===== src/rtl/arm_pipe_pkg.sv =====
// Shared types for the ARM pipeline control path: sequencer states,
// default counter width and the per-stage control bundle.
package arm_pipe_pkg;

   localparam int DEFAULT_CNT_W = 32;

   typedef enum logic [1:0] {
      RUN       = 2'd0,
      MEM_WAIT  = 2'd1,
      MEM_ABORT = 2'd2
   } state_t;

   typedef struct packed {
      logic freeze_pc_if_id;
      logic bubble_id_exe;
      logic flush_if_id;
      logic flush_id_exe;
      logic freeze_all;
   } stage_ctrl_t;

endpackage


===== src/rtl/pipeline_hazard_controller_if.sv =====
// Hazard/branch/memory request inputs and the merged stage controls.
// master is the pipeline side, slave is the hazard controller.
interface pipeline_hazard_controller_if #(
   parameter int CNT_W = 32
);
   logic             hazard;
   logic             branch_taken;
   logic             mem_req;
   logic             sram_ready;
   logic             cnt_clr;
   logic             freeze_pc_if_id;
   logic             bubble_id_exe;
   logic             flush_if_id;
   logic             flush_id_exe;
   logic             freeze_all;
   logic             sram_start;
   logic             mem_error;
   logic [CNT_W-1:0] stall_cnt;
   logic [CNT_W-1:0] flush_cnt;
   logic [CNT_W-1:0] memwait_cnt;

   modport master (
      output hazard, branch_taken, mem_req, sram_ready, cnt_clr,
      input  freeze_pc_if_id, bubble_id_exe, flush_if_id, flush_id_exe,
             freeze_all, sram_start, mem_error, stall_cnt, flush_cnt, memwait_cnt
   );

   modport slave (
      input  hazard, branch_taken, mem_req, sram_ready, cnt_clr,
      output freeze_pc_if_id, bubble_id_exe, flush_if_id, flush_id_exe,
             freeze_all, sram_start, mem_error, stall_cnt, flush_cnt, memwait_cnt
   );
endinterface


===== src/rtl/perf_counter_sat.sv =====
// Saturating performance counter: holds at all-ones, clear beats increment.
module perf_counter_sat #(
   parameter int W = 32
) (
   input  logic         clk,
   input  logic         rst_n,
   input  logic         i_clr,
   input  logic         i_inc,
   output logic [W-1:0] o_count
);

   logic [W-1:0] r_count;

   always_ff @(posedge clk or negedge rst_n) begin
      if (!rst_n) begin
         r_count <= '0;
      end else if (i_clr) begin
         r_count <= '0;
      end else if (i_inc && (r_count != {W{1'b1}})) begin
         r_count <= r_count + W'(1);
      end
   end

   assign o_count = r_count;

endmodule


===== src/rtl/pipeline_hazard_controller.sv =====
// Central stall/flush sequencer: merges load-use hazard, taken branch and
// multi-cycle SRAM access into one set of stage controls, with perf counters.
module pipeline_hazard_controller
   import arm_pipe_pkg::*;
#(
   parameter int TIMEOUT = 64,
   parameter int CNT_W   = DEFAULT_CNT_W
) (
   input logic                          clk,
   input logic                          rst_n,
   pipeline_hazard_controller_if.slave  bus
);

   localparam logic [15:0] WAIT_LAST = 16'(TIMEOUT - 1);

   state_t      r_state;
   state_t      w_next_state;
   logic [15:0] r_wait_ctr;
   logic        r_mem_error;
   logic        w_freeze;
   logic        w_start;
   stage_ctrl_t w_ctrl;

   always_ff @(posedge clk or negedge rst_n) begin
      if (!rst_n) begin
         r_state <= RUN;
      end else begin
         r_state <= w_next_state;
      end
   end

   always_comb begin
      w_next_state = r_state;
      w_freeze     = 1'b0;
      w_start      = 1'b0;
      case (r_state)
         RUN: begin
            if (bus.mem_req) begin
               w_start      = 1'b1;
               w_freeze     = 1'b1;
               w_next_state = MEM_WAIT;
            end
         end
         MEM_WAIT: begin
            if (bus.sram_ready) begin
               w_next_state = RUN;
            end else begin
               w_freeze = 1'b1;
               if (r_wait_ctr == WAIT_LAST) begin
                  w_next_state = MEM_ABORT;
               end
            end
         end
         MEM_ABORT: w_next_state = RUN;
         default:   w_next_state = RUN;
      endcase
   end

   // wait_ctr counts unanswered MEM_WAIT cycles; mem_error is sticky once an abort happens
   always_ff @(posedge clk or negedge rst_n) begin
      if (!rst_n) begin
         r_wait_ctr  <= '0;
         r_mem_error <= 1'b0;
      end else begin
         if (r_state == RUN) begin
            r_wait_ctr <= '0;
         end else if ((r_state == MEM_WAIT) && !bus.sram_ready) begin
            r_wait_ctr <= r_wait_ctr + 16'd1;
         end
         if (r_state == MEM_ABORT) begin
            r_mem_error <= 1'b1;
         end
      end
   end

   // Freeze masks everything; a taken branch overrides the hazard since ID is wrong-path
   always_comb begin
      w_ctrl.freeze_all      = w_freeze & rst_n;
      w_ctrl.flush_if_id     = bus.branch_taken & ~w_freeze & rst_n;
      w_ctrl.flush_id_exe    = bus.branch_taken & ~w_freeze & rst_n;
      w_ctrl.freeze_pc_if_id = bus.hazard & ~bus.branch_taken & ~w_freeze & rst_n;
      w_ctrl.bubble_id_exe   = bus.hazard & ~bus.branch_taken & ~w_freeze & rst_n;
   end

   assign bus.freeze_pc_if_id = w_ctrl.freeze_pc_if_id;
   assign bus.bubble_id_exe   = w_ctrl.bubble_id_exe;
   assign bus.flush_if_id     = w_ctrl.flush_if_id;
   assign bus.flush_id_exe    = w_ctrl.flush_id_exe;
   assign bus.freeze_all      = w_ctrl.freeze_all;
   assign bus.sram_start      = w_start & rst_n;
   assign bus.mem_error       = r_mem_error;

   perf_counter_sat #(.W(CNT_W)) u_stall_cnt (
      .clk     (clk),
      .rst_n   (rst_n),
      .i_clr   (bus.cnt_clr),
      .i_inc   (w_ctrl.bubble_id_exe),
      .o_count (bus.stall_cnt)
   );

   perf_counter_sat #(.W(CNT_W)) u_flush_cnt (
      .clk     (clk),
      .rst_n   (rst_n),
      .i_clr   (bus.cnt_clr),
      .i_inc   (w_ctrl.flush_if_id),
      .o_count (bus.flush_cnt)
   );

   perf_counter_sat #(.W(CNT_W)) u_memwait_cnt (
      .clk     (clk),
      .rst_n   (rst_n),
      .i_clr   (bus.cnt_clr),
      .i_inc   (w_ctrl.freeze_all),
      .o_count (bus.memwait_cnt)
   );

endmodule

===== src/flat_wrapper.sv =====
// flat-port wrapper written by rule: the top's interface ports become plain ports
module pipeline_hazard_controller_flat import arm_pipe_pkg::*;
#(
   parameter int TIMEOUT = 64,
   parameter int CNT_W   = DEFAULT_CNT_W
)
  (clk, rst_n, bus_hazard, bus_branch_taken, bus_mem_req, bus_sram_ready, bus_cnt_clr, bus_freeze_pc_if_id, bus_bubble_id_exe, bus_flush_if_id, bus_flush_id_exe, bus_freeze_all, bus_sram_start, bus_mem_error, bus_stall_cnt, bus_flush_cnt, bus_memwait_cnt);
  pipeline_hazard_controller_if #(.CNT_W(CNT_W)) bus_i ();
  input logic clk;
  input logic rst_n;
  input wire logic [$bits(bus_i.hazard)-1:0] bus_hazard;
  input wire logic [$bits(bus_i.branch_taken)-1:0] bus_branch_taken;
  input wire logic [$bits(bus_i.mem_req)-1:0] bus_mem_req;
  input wire logic [$bits(bus_i.sram_ready)-1:0] bus_sram_ready;
  input wire logic [$bits(bus_i.cnt_clr)-1:0] bus_cnt_clr;
  output wire logic [$bits(bus_i.freeze_pc_if_id)-1:0] bus_freeze_pc_if_id;
  output wire logic [$bits(bus_i.bubble_id_exe)-1:0] bus_bubble_id_exe;
  output wire logic [$bits(bus_i.flush_if_id)-1:0] bus_flush_if_id;
  output wire logic [$bits(bus_i.flush_id_exe)-1:0] bus_flush_id_exe;
  output wire logic [$bits(bus_i.freeze_all)-1:0] bus_freeze_all;
  output wire logic [$bits(bus_i.sram_start)-1:0] bus_sram_start;
  output wire logic [$bits(bus_i.mem_error)-1:0] bus_mem_error;
  output wire logic [$bits(bus_i.stall_cnt)-1:0] bus_stall_cnt;
  output wire logic [$bits(bus_i.flush_cnt)-1:0] bus_flush_cnt;
  output wire logic [$bits(bus_i.memwait_cnt)-1:0] bus_memwait_cnt;
  assign bus_i.hazard = bus_hazard;
  assign bus_i.branch_taken = bus_branch_taken;
  assign bus_i.mem_req = bus_mem_req;
  assign bus_i.sram_ready = bus_sram_ready;
  assign bus_i.cnt_clr = bus_cnt_clr;
  assign bus_freeze_pc_if_id = bus_i.freeze_pc_if_id;
  assign bus_bubble_id_exe = bus_i.bubble_id_exe;
  assign bus_flush_if_id = bus_i.flush_if_id;
  assign bus_flush_id_exe = bus_i.flush_id_exe;
  assign bus_freeze_all = bus_i.freeze_all;
  assign bus_sram_start = bus_i.sram_start;
  assign bus_mem_error = bus_i.mem_error;
  assign bus_stall_cnt = bus_i.stall_cnt;
  assign bus_flush_cnt = bus_i.flush_cnt;
  assign bus_memwait_cnt = bus_i.memwait_cnt;
  pipeline_hazard_controller #(.TIMEOUT(TIMEOUT), .CNT_W(CNT_W)) u_core (.clk(clk), .rst_n(rst_n), .bus(bus_i));
endmodule

===== config.mk =====
export PLATFORM = sky130hd
export DESIGN_NAME = pipeline_hazard_controller_flat
export DESIGN_NICKNAME = d
export VERILOG_FILES = /design/src/rtl/arm_pipe_pkg.sv /design/src/rtl/pipeline_hazard_controller_if.sv /design/src/rtl/perf_counter_sat.sv /design/src/rtl/pipeline_hazard_controller.sv /design/src/flat_wrapper.sv
export SDC_FILE = /design/constraint.sdc
export NUM_CORES = 1
export LEC_CHECK = 0
export CAP_MARGIN = 20
export CORE_MARGIN = 3
export CORE_UTILIZATION = 54
export DETAILED_ROUTE_END_ITERATION = 12
export HOLD_SLACK_MARGIN = 0.15
export PLACE_DENSITY = 0.82
export SETUP_SLACK_MARGIN = 0.05
export SLEW_MARGIN = 20
export SYNTH_ARGS = -nofsm -noshare
export SYNTH_HDL_FRONTEND = slang
export SYNTH_HIERARCHICAL = 1
export SYNTH_SLANG_ARGS = --single-unit

===== constraint.sdc =====
create_clock -name clk -period 3.6 [get_ports clk]
set_input_delay 1.08 -clock clk [delete_from_list [all_inputs] [get_ports clk]]
set_output_delay 1.08 -clock clk [all_outputs]
set_load 0.05 [all_outputs]

# [After elaboration in Yosys (flattened, before gate mapping)]
# Index checks and enable logic that the tools add are counted.
[word_totals] out_inout_bits=103 elab_cells=54 ff_bits=115
[classes] eq_ne=8 n_reduce_logical=11 add_sub_neg=4 mux=16 bitwise_logic=9
[op_table] cell="$mux W32" count=6
[op_table] cell="$add A32 B1 Y32 const B" count=3
[op_table] cell="$ne A32 B32 Y1 const B" count=3
[op_table] cell="$mux W16" count=2
[op_table] cell="$add A16 B1 Y16 const B" count=1
[op_table] cell="$eq A16 B6 Y1 const B" count=1
[op_table] cell="$reduce_bool A2 Y1" count=4
[op_table] cell="$and A1 B1 Y1" count=7
[op_table] cell="$mux W2" count=3
[op_table] cell="$logic_and A1 B1 Y1" count=4
[op_table] cell="$pmux W2 S2" count=1
[op_table] cell="$mux W1" count=3
[op_table] cell="$ne A3 B2 Y1 const B" count=1
[op_table] cell="$eq A2 B1 Y1 const B" count=1
[op_table] cell="$eq A2 B2 Y1 const B" count=1
[op_table] cell="$logic_not A2 Y1" count=1
[op_table] cell="$ne A2 B2 Y1 const B" count=1
[op_table] cell="$not A1 Y1" count=2
[op_table] cell="$pmux W1 S2" count=1
[op_table] cell="$reduce_and A2 Y1" count=1
[op_table] cell="$logic_not A1 Y1" count=1

# [Logic depth before layout (Yosys ltp)]
[depth] ltp_word=8 mapped_depth=11

# [Cells and area by module]
# Netlist, hierarchy kept.
[by_module_without_submodules] mod="perf_counter_sat (u_core.u_flush_cnt ...)" area_each_um2=1854.3 n_inst=2 cells_per_inst=198
[by_module_without_submodules] mod="perf_counter_sat (u_core.u_memwait_cnt)" area_each_um2=1810.5 n_inst=1 cells_per_inst=194
[by_module_without_submodules] mod="pipeline_hazard_controller" area_each_um2=993.5 n_inst=1 cells_per_inst=104

# [Worst setup path after synthesis]
# No wires, ideal clock.
[synth_timing] kind="in2reg" startpoint="input port bus_sram_ready" endpoint="register u_core.u_stall_cnt.r_count[31] (netlist: u_core/u_stall_cnt/o_count[31])" slack_ps=-1079 stages=10 arrival_time_ps=4554 setup_ps=125 cell_sequence="nor2b_1 a21oi_1 nor2_1 nor4bb_1 and3_1 nand4_1 a21o_1 buf_2 nor4_1 mux2_2"
[synth_between] elab_chain_cells=7
[synth_rtl] item="from (decl)" line_no="flat_wrapper.sv:14" rtl="input wire logic [$bits(bus_i.sram_ready)-1:0] bus_sram_ready;"
[synth_rtl] item="$mux W1" line_no="pipeline_hazard_controller.sv:45" rtl="if (bus.sram_ready) begin"
[synth_rtl] item="$pmux W1 S2" line_no="pipeline_hazard_controller.sv:36" rtl="case (r_state)"
[synth_rtl] item="$not A1 Y1" line_no="pipeline_hazard_controller.sv:82" rtl="w_ctrl.bubble_id_exe = bus.hazard & ~bus.branch_taken & ~w_freeze & rst_n;"
[synth_rtl] item="$and A1 B1 Y1 (2 in a row)" line_no="pipeline_hazard_controller.sv:82"
[synth_rtl] item="named net bus_bubble_id_exe" line_no="flat_wrapper.sv:17" rtl="output wire logic [$bits(bus_i.bubble_id_exe)-1:0] bus_bubble_id_exe;"
[synth_rtl] item="$logic_and A1 B1 Y1" line_no="perf_counter_sat.sv:19" rtl="end else if (i_inc && (r_count != {W{1'b1}})) begin"
[synth_rtl] item="$reduce_bool A2 Y1 (no line)"
[synth_rtl] item="to (signal assigned)" line_no="perf_counter_sat.sv:20" rtl="r_count <= r_count + W'(1);"
[synth_rtl] item="to (decl)" line_no="perf_counter_sat.sv:12" rtl="logic [W-1:0] r_count;"
# The timed path passes the listed nets, and every way through them passes these cells.
# A chain may end at the register's enable or synchronous reset.

# [Worst setup path after layout]
[layout_timing] startpoint="input port bus_sram_ready" endpoint="output port bus_flush_if_id"
[layout_between] elab_chain_cells=5
[layout_rtl] item="$mux W1" line_no="pipeline_hazard_controller.sv:45"
[layout_rtl] item="$pmux W1 S2" line_no="pipeline_hazard_controller.sv:36"
[layout_rtl] item="$not A1 Y1" line_no="pipeline_hazard_controller.sv:79" rtl="w_ctrl.flush_if_id = bus.branch_taken & ~w_freeze & rst_n;"
[layout_rtl] item="$and A1 B1 Y1 (2 in a row)" line_no="pipeline_hazard_controller.sv:79"
[layout_rtl] item="to (decl)" line_no="flat_wrapper.sv:18" rtl="output wire logic [$bits(bus_i.flush_if_id)-1:0] bus_flush_if_id;"
# No other way between the ends.

==> flow_summary_export.csv <==
group,metric,value,unit
sta,finalClockSkew,0.0119,ns
finish,mostFrequentLayoutCell,"dfrtp_1",
critical_path,cpMostUsedCell,"buf_4",
die,dieArea,13400,um^2
sta,finalSetupViolations,0,
synthesis,synth-edff-count,0,
clock_network,cts_tree,"yes",
pwr,leakage,3.42,nW
routing,firstDrtPassIters,5,
sta,hold_violations,0,
synthesis,avgSynthCellArea,9.38,um^2
synthesis,ys_ff_latch,115,
worst_hold_path,holdPathEnd,"u_core/bus.mem_error",
routing,drt-initial-drc-count,507,
critical_path,crit_slowest_cell,"dlygate4sd2_1",
critical_path,slowest_delay,0.26,ns
routing,drt_wl_total,16.9,mm
synthesis,syn_nets,705,
place,placed_area,7890,um^2
place,hpwl,11.6,mm
grt,antenna_found_initial,0,
synthesis,yosys_most_used_dff,"dfrtp_1",
sta,rsz0062_at_grt,"no",
critical_path,startpoint,"bus_sram_ready",
synthesis,synth_cells,694,
finish,drive_gt1_share,12.9,%
place,placed_cells,941,
critical_path,reg2reg_from,"u_core/r_state[0]",
sta,fmax,293,MHz
die,fp-row-count,39,
critical_path,path_buf_inv,4,
routing,top_layer,"met4",
place,gp_congestion,0.859,
routing,wl_met1,7.13,mm
die,core,11600,um^2
finish,final_cell_mix,"dfrtp_1 (115), clkdlybuf4s50_1 (99), nor2_1 (80), nand2_1 (46), a21oi_1 (42)",
worst_hold_path,hold_depth,1,
clock_network,cts_hold_buf,0,
run,cap_violations,0,
clock_network,cts-root-buf,"clkbuf_16",
synthesis,ys_types,62,
critical_path,path_delay_family,"buffers and inverters",
sta,tightest_slew,0.828,ns
die,fp.dieW,116,um
sta,fin_crit_sh,94.9,%
die,io-pin-count,110,
sta,hold_slack,0.463,ns
finish,final_nets,829,
clock_network,clk_pin_slew,0.05,ns
sta,final.min_clock_period,3.42,ns
routing,route.met2.wl,8.47,mm
critical_path,worstPathRequired,2.52,ns
place,pre_cts_slack,-0.103,ns
grt,grt_first_pass_wirelength,28.1,mm
sta,slew_headroom,44.8,%
grt,grt_usage,26.2,%
finish,area_growth_syn_to_layout,30.3,%
place,port_buffers,109,
finish,diodes,0,
worst_hold_path,holdCritPathClass,"reg -> reg",
worst_hold_path,hp-start,"u_core/bus.mem_error",
synthesis,syn_area,6510,um^2
critical_path,worstPathArrival,2.34,ns
clock_network,clk_path_buf_depth,2,
grt,grt_max_degree,64,
synthesis,seq_area_frac_synth,44.2,%
routing,route.vias.total,5972,
routing,route.detailed.drc,0,
critical_path,start_kind,"primary input",
sta,drv_slew,0,
synthesis,yosysWarnings,6,
routing,drtAntennaViolNets,0,
pwr,max-vdd-ir-drop,0.000390,V
routing,wl_per_cell,17.3,um
die,start_util,56.1,%
finish,utilization,73.1,%
die,die_h,116,um
clock_network,clock_latency,0.42,ns
critical_path,endpoint_kind,"primary output",
pwr,pwr_density_cell,375,nW/um^2
outcome,status,"complete, no violations",
critical_path,worstPathMaxFanout,3,
critical_path,r2r_end,"u_core/u_flush_cnt/o_count[19]",
clock_network,cts.sinks,115,
grt,overflow,0,
clock_network,htreeDepth,4,
finish,postLayoutCellArea,8490,um^2
critical_path,r2r.worst_path.cells,11,
synthesis,asyncSetResetFlopFracSynth,100,%
critical_path,critical_path_depth,8,
critical_path,r2r_setup_slack,0.89,ns
pwr,total_power,3.19,mW
sta,finalSetupTns,0,ns
grt,grt_pass1_vias,5915,
sta,timing.final.ws_setup,0.182,ns
critical_path,crit_chain,"dlygate4sd2_1 -> nor2b_1 -> a21oi_2 -> nor2_1 -> buf_4 -> and3b_1 -> buf_4 -> buf_12",
routing,viasPerCell,6.13,
critical_path,path_class,"in -> out",
clock_network,cts_made_buffers,17,
routing,wl_met3,972,um
finish,instances_no_fill,974,
## how the worst max path moves through the flow
stage,end,slack (ns)
2_1_floorplan,u_core/u_memwait_cnt/o_count[29],-0.05
3_3_place_gp,bus_freeze_pc_if_id,-0.07
3_5_place_dp,u_core/u_stall_cnt/o_count[31],-0.10
4_1_cts,bus_flush_if_id,0.17
5_1_grt,bus_flush_id_exe,0.08
6_report,bus_flush_if_id,0.18
## sequential cells by signal (all words and copies together), names as in the netlist
register and flops:
u_core/r_state 2, u_core/bus.mem_error 1, u_core/u_stall_cnt/o_count 32, u_core/r_wait_ctr 16, u_core/u_memwait_cnt/o_count 32, u_core/u_flush_cnt/o_count 32
## where the power goes
part	total [mW]	switching [mW]	internal, mW
combinational	0.199	0.129	0.0692
sequential	1.32	0.0153	1.30
clock	1.67	0.587	1.08
## Yosys cell counts, drive strengths merged (3+ instances only)
cell    number  area [um^2]
or4         11         90.1
ha           4         50.1
nor4        22          193
a31o         6         52.6
mux2i        6         60.1
xnor2       26          228
a21oi       43          215
and3        23          154
o211ai       4         30.0
a211oi      10         75.1
o21ai       28          140
buf         14         87.6
a31oi        4         55.1
a21o         7         52.6
and4         7         61.3
nor2        80          300
dfrtp      115         2880
inv         20         75.1
mux2        15          176
xor2        14          123
nor3        12         60.1
nand2       46          173
clkbuf      12         45.0
nand3       43          225
or3         24          150
o31ai       12          104
and2        11         68.8
nor2b       16          100
nand2b       4         25.0
nand4       29          200
nand3b       3         22.5
## worst reg2reg max path, delay by kind of cell, from the launching register on
family / cells / cell delay, ns
buffers and inverters: 2 / 0.38
flip-flops: 1 / 0.41
AO/OA/AOI/OAI: 2 / 0.38
multiplexers: 1 / 0.38
AND/OR/NAND/NOR: 6 / 1.05
## cell families (layout without fill, tap and decap cells)
logic type	count (synthesis)	in the layout	synth area share, %
AOI/OAI and AO/OA	127	127	13.4
DFF	115	115	44.2
xor gates and xnor gates	40	40	5.38
and+or+nand+nor	341	341	29.5
buffers and inverters	46	183	3.19
adders and majority gates	4	4	0.769
muxes	21	21	3.63
## layout make-up
| type | count | area, um^2 |
|---|---|---|
| sequential | 115 | 2880 |
| clock inverter | 10 | 105 |
| timing repair buffer | 131 | 1320 |
| tap | 143 | 179 |
| multi-input combinational | 533 | 3450 |
| fill | 843 | 3130 |
| clock buffer | 22 | 484 |
| inverter | 20 | 75.1 |
## metal layers
layer	track usage [%]	vias up
li1	-	2813
met1	32.6	2911
met2	44.3	218
met3	6.21	30
met4	10.1	0
met5	0	-
## timing repair
action	CTS	global route
setup buffers	1	0
setup endpoints to repair	4	0
gates resized for setup	3	0
No activity file was read; power rests on OpenSTA's default activity.
==> edit 1 (same flow settings) <==
Re-encode `state_t` (3 states) as one-hot, 3 bits wide.
--- a/src/rtl/arm_pipe_pkg.sv
+++ b/src/rtl/arm_pipe_pkg.sv
@@ -4,10 +4,10 @@
 
    localparam int DEFAULT_CNT_W = 32;
 
-   typedef enum logic [1:0] {
-      RUN       = 2'd0,
-      MEM_WAIT  = 2'd1,
-      MEM_ABORT = 2'd2
+   typedef enum logic [2:0] {
+      RUN       = 3'b001,
+      MEM_WAIT  = 3'b010,
+      MEM_ABORT = 3'b100
    } state_t;
 
    typedef struct packed {
Function: same outputs for any inputs over 10 cycles, from zero or initial values and one cycle with rst_n low; not proved beyond that.
==> edit 1 against the original RTL <==
Synthesized cell count up 1.6%. Sequential share of layout area down 0.36 points. Sequential cell count up 1. Critical path type unchanged. Wire length up 3.5%. Clock skew down 0.0056 ns. Die area up 1.5%. Design area up 2.0%. Largest cell class unchanged. Non-clock buffer count up 1. Worst setup slack worse by 0.062 ns. Combinational power up 36%. Synthesized area up 1.6%. Power up 6.4%.
==> edit 1: results (changes against the original RTL) <==
- Status: finished clean
- Dpl ws: -0.250 ns (-0.147 ns)
- Syn nets: 716 (+1.6%)
- Placed Cells: 954 (+1.4%)
- Final hold slack: 0.459 ns (-0.00455 ns)
- Dpl hpwl: 11,800 um (+1.6%)
- Clk. pwr: 1.78 mW (+7%)
- Share of layout cells above drive strength 1: 0.133 (+0.00394)
- Initial DRC Count: 560 (+10%)
- DRT Pass-1 Iters: 6 (+1)
- Worst Reg-to-Reg Cells: 10 (-1)
- Placed cell area: 0.00801 mm2 (+1.5%)
- Post-Synthesis Cells: 705 (+1.6%)
- Layout Skew: 0.00627 ns (-0.00562 ns)
- Vias in the first global route: 6,159 (+4.1%)
- Critical path peak fanout: 4 (+1)
- Setup ws final: 0.120 ns (-0.0620 ns)
- Top cell type's share of synthesized area: 0.435 (-0.00694)
- Synth cell types: 65 (+4.8%)
- Maximum number of pins on one net before global-route repair: 61 (-4.7%)
- Static leakage: 3.43 nW (+0.35%)
- Worst slew margin: 0.376 (-0.0719)
- Clk pwr share: 0.525 (about the same)
- Flop-to-flop setup slack: 0.79 ns (-0.10 ns)
- Nets: 842 (+1.6%)
- Arrival @ worst endpoint: 2.40 ns (+0.06 ns)
- Seq/Total Area, Yosys: 0.439 (-0.00296)
- Peak VDD IR: 0.000246 V (-37%)
- WL final: 17,500 um (+3.5%)
- First-pass GRT wire length: 29,500 um (+4.9%)
[edit 1: cells by family (layout without fill, tap and decap cells)]
family                     after synthesis  count (layout)  share of synthesized area
DFF                                    116             116                      0.439
and+or+nand+nor                        350             350                      0.301
muxes                                   18              18                     0.0310
xor gates and xnor gates                44              44                     0.0582
buffers and inverters                   49             188                     0.0331
adders and majority gates                4               4                    0.00756
AOI/OAI and AO/OA                      124             124                      0.130
[edit 1: metal layers]
layer,track usage,wire [um],vias up
met1,0.340,7100,2966
li1,-,-,2832
met5,0,0,-
met3,0.0622,1110,52
met4,0.125,486,0
met2,0.448,8750,296
[edit 1: critical path, cell delays in order]
cell and delay, ns:
clkdlybuf4s50_1 0.52, nand3b_1 0.09, a21o_1 0.25, and4b_2 0.30, buf_12 0.16
[edit 1: layout make-up]
type / instances / area (um2)
multi-input combinational: 540 / 3510
fill: 817 / 3050
timing repair buffer: 132 / 1350
sequential: 116 / 2900
inverter: 24 / 90.1
clock buffer: 24 / 512
clock inverter: 8 / 120
tap: 143 / 179
==> edit 2 (same flow settings) <==
Made on the original files. `TIMEOUT` is set to 64 in 2 places; all go to 32.
--- a/src/rtl/pipeline_hazard_controller.sv
+++ b/src/rtl/pipeline_hazard_controller.sv
@@ -3,7 +3,7 @@
 module pipeline_hazard_controller
    import arm_pipe_pkg::*;
 #(
-   parameter int TIMEOUT = 64,
+   parameter int TIMEOUT = 32,
    parameter int CNT_W   = DEFAULT_CNT_W
 ) (
    input logic                          clk,
--- a/src/flat_wrapper.sv
+++ b/src/flat_wrapper.sv
@@ -1,7 +1,7 @@
 // flat-port wrapper written by rule: the top's interface ports become plain ports
 module pipeline_hazard_controller_flat import arm_pipe_pkg::*;
 #(
-   parameter int TIMEOUT = 64,
+   parameter int TIMEOUT = 32,
    parameter int CNT_W   = DEFAULT_CNT_W
 )
   (clk, rst_n, bus_hazard, bus_branch_taken, bus_mem_req, bus_sram_ready, bus_cnt_clr, bus_freeze_pc_if_id, bus_bubble_id_exe, bus_flush_if_id, bus_flush_id_exe, bus_freeze_all, bus_sram_start, bus_mem_error, bus_stall_cnt, bus_flush_cnt, bus_memwait_cnt);
Formal check against the unedited RTL: no difference found for any inputs over 10 cycles, from zero or initial values and one cycle with rst_n low; that may be too few to reach the edited logic, so the function may still have changed.
==> edit 2 against the original RTL <==
Design area is 1.7% higher. Synthesized area grew 0.98%. Register-to-register slack got worse by 0.05 ns. Wire length rose by 5.5%. Power is 8.0% higher. Cell count rose by 0.51%. Worst setup slack worse by 0.013 ns. Sequential cell count unchanged.
==> edit 2: results (changes against the original RTL) <==
- Peak VDD IR: 0.000290 V (-26%)
- Detailed-route via count: 6,096 (+2.1%)
- CTS Buf Count: 17 (unchanged)
- Storage element area: 0.00288 mm2 (unchanged)
- Fraction of synthesized area in multiplexers: 0.0327 (-0.00359)
- Pwr Density: 399 mW/mm2 (+6.2%)
- Synth area leaders: dfrtp_1, nor2_1, xnor2_1, a21oi_1, nand3_1
- Crit-path slowest cell: nor4bb_4
- Nonclk buf count: 133 (+1.5%)
- Nets: 835 (+0.72%)
- Yosys warns: 6 (unchanged)
- Clock network area share: 0.0780 (+0.00854)
- Dpl hpwl: 12,000 um (+3.5%)
- Routed len/inst: 18.2 um (+4.9%)
- Synth cell types: 64 (+3.2%)
- NonClk Buf Share: 0.153 (-0.00233)
- Adder-Cell Fraction of Synth Area: 0.00761 (-0.0000746)
- Layout fillers: 808 (-4.2%)
- Layout Skew: 0.00972 ns (-0.00217 ns)
- Clock buffers: 21 (-4.5%)
- Critical path peak fanout: 3 (unchanged)
- Share of layout cells above drive strength 1: 0.130 (+0.00162)
- Vias in the first global route: 5,911 (-0.068%)
- Clk_lat worst skew: 0.42 ns (about the same)
- Cell family with most CP delay: buffers and inverters
- Arrival @ worst endpoint: between 2 and 2.5 ns
- Status: finished clean
- Gates resized, CTS repair: 3 (unchanged)
- Worst min path class: reg2reg
- PortBufs: 109 (unchanged)
- #MultiIn Comb: 537 (+0.75%)
- Flop pwr share: 0.383 (-0.031)
- DRT Pass-1 Iters: 5 (unchanged)
- Initial antenna violation count: 0 (unchanged)
- Compound-Gate Fraction of Synth Area: 0.139 (+0.00479)
- Max incr delay on CP: 0.33 ns (+0.07 ns)
- Maximum number of pins on one net before global-route repair: 88 (+38%)
- Share of flip-flops with an asynchronous set or reset: 1.00 (unchanged)
- Post-synth top cells: dfrtp_1, nor2_1, a21oi_1, nand2_1, nand3_1
- Syn nets: 711 (+0.85%)
- Non-clock inverter count: 20 (unchanged)
- Clock Tree Buf Depth: 2 (unchanged)
- Switch Pwr: 724 uW (-1.0%)
- Worst slew margin: 0.437 (-0.0116)
- Synth Flop Type: dfrtp_1
- First-pass GRT wire length: 28,800 um (+2.5%)
- Clk. pwr: 1.92 mW (+15%)
- Static leakage: 3.43 nW (+0.40%)
- Post-synthesis xor/xnor area fraction: 0.0533 (-0.000522)
- Seq/Total Area, Yosys: 0.438 (-0.00429)
- Clock H-tree levels: 4 (unchanged)
- GRT Total Usage: 0.267 (+0.00500)
- Yosys reg bits: 115 (unchanged)
- Initial DRC Count: 515 (+1.6%)
- Multi-input logic area: 0.00350 mm2 (+1.7%)
- Placed cell area: 0.00796 mm2 (+0.87%)
- Routability Congestion: 0.868 (+0.98%)
- Buffer count from post-CTS setup fixing: 0 (-1)
[edit 2: changes by cell type in the layout (fill, tap and decap cells not counted), sizes merged, moves of 3 or more]
cell	delta
xnor2	+3
bufinv	+4
nand2	-5
xor2	-3
o21ai	+3
clkinv	-3
[edit 2: final timing paths]
| check | from | end | slack (ns) | depth (start not counted) |
|---|---|---|---|---|
| worst min-delay path | u_core/bus.mem_error | u_core/bus.mem_error | 0.46 | 1 |
| max in group asynchronous | rst_n | u_core/u_memwait_cnt/o_count[14] | 2.40 | 2 |
| worst min register to register | u_core/bus.mem_error | u_core/bus.mem_error | 0.46 | 1 |
| min in group asynchronous | rst_n | u_core/u_flush_cnt/o_count[26] | 0.77 | 2 |
| worst max register to register | u_core/r_state[0] | u_core/u_stall_cnt/o_count[15] | 0.84 | 11 |
| worst max-delay path | bus_sram_ready | bus_bubble_id_exe | 0.17 | 8 |
[edit 2: per-layer routing]
layer	track usage	part of all wire	wire length, um	up-vias
met1	0.342	0.42	7510	2982
met5	0	0	0	-
met4	0.108	0.022	400	0
met3	0.0632	0.065	1150	43
li1	-	-	-	2823
met2	0.437	0.49	8730	248
[edit 2: cells by family after synthesis]
| logic type | after synthesis |
|---|---|
| AND/OR/NAND/NOR | 341 |
| AO/OA/AOI/OAI | 133 |
| flip-flops | 115 |
| buffers and inverters | 48 |
| XOR/XNOR | 40 |
| multiplexers | 19 |
| adder cells (fa/ha/maj) | 4 |
[edit 2: through the flow]
stage	total power [mW]	setup slack, ns	hold WS, ns	std cells
2_1_floorplan	1.45	-0.0532	0.482	700
3_3_place_gp	1.53	-0.0666	0.444	948
3_5_place_dp	1.54	-0.134	0.446	948
4_1_cts	3.46	0.179	0.463	979
5_1_grt	3.54	0.0829	0.483	979
6_report	3.44	0.170	0.457	979
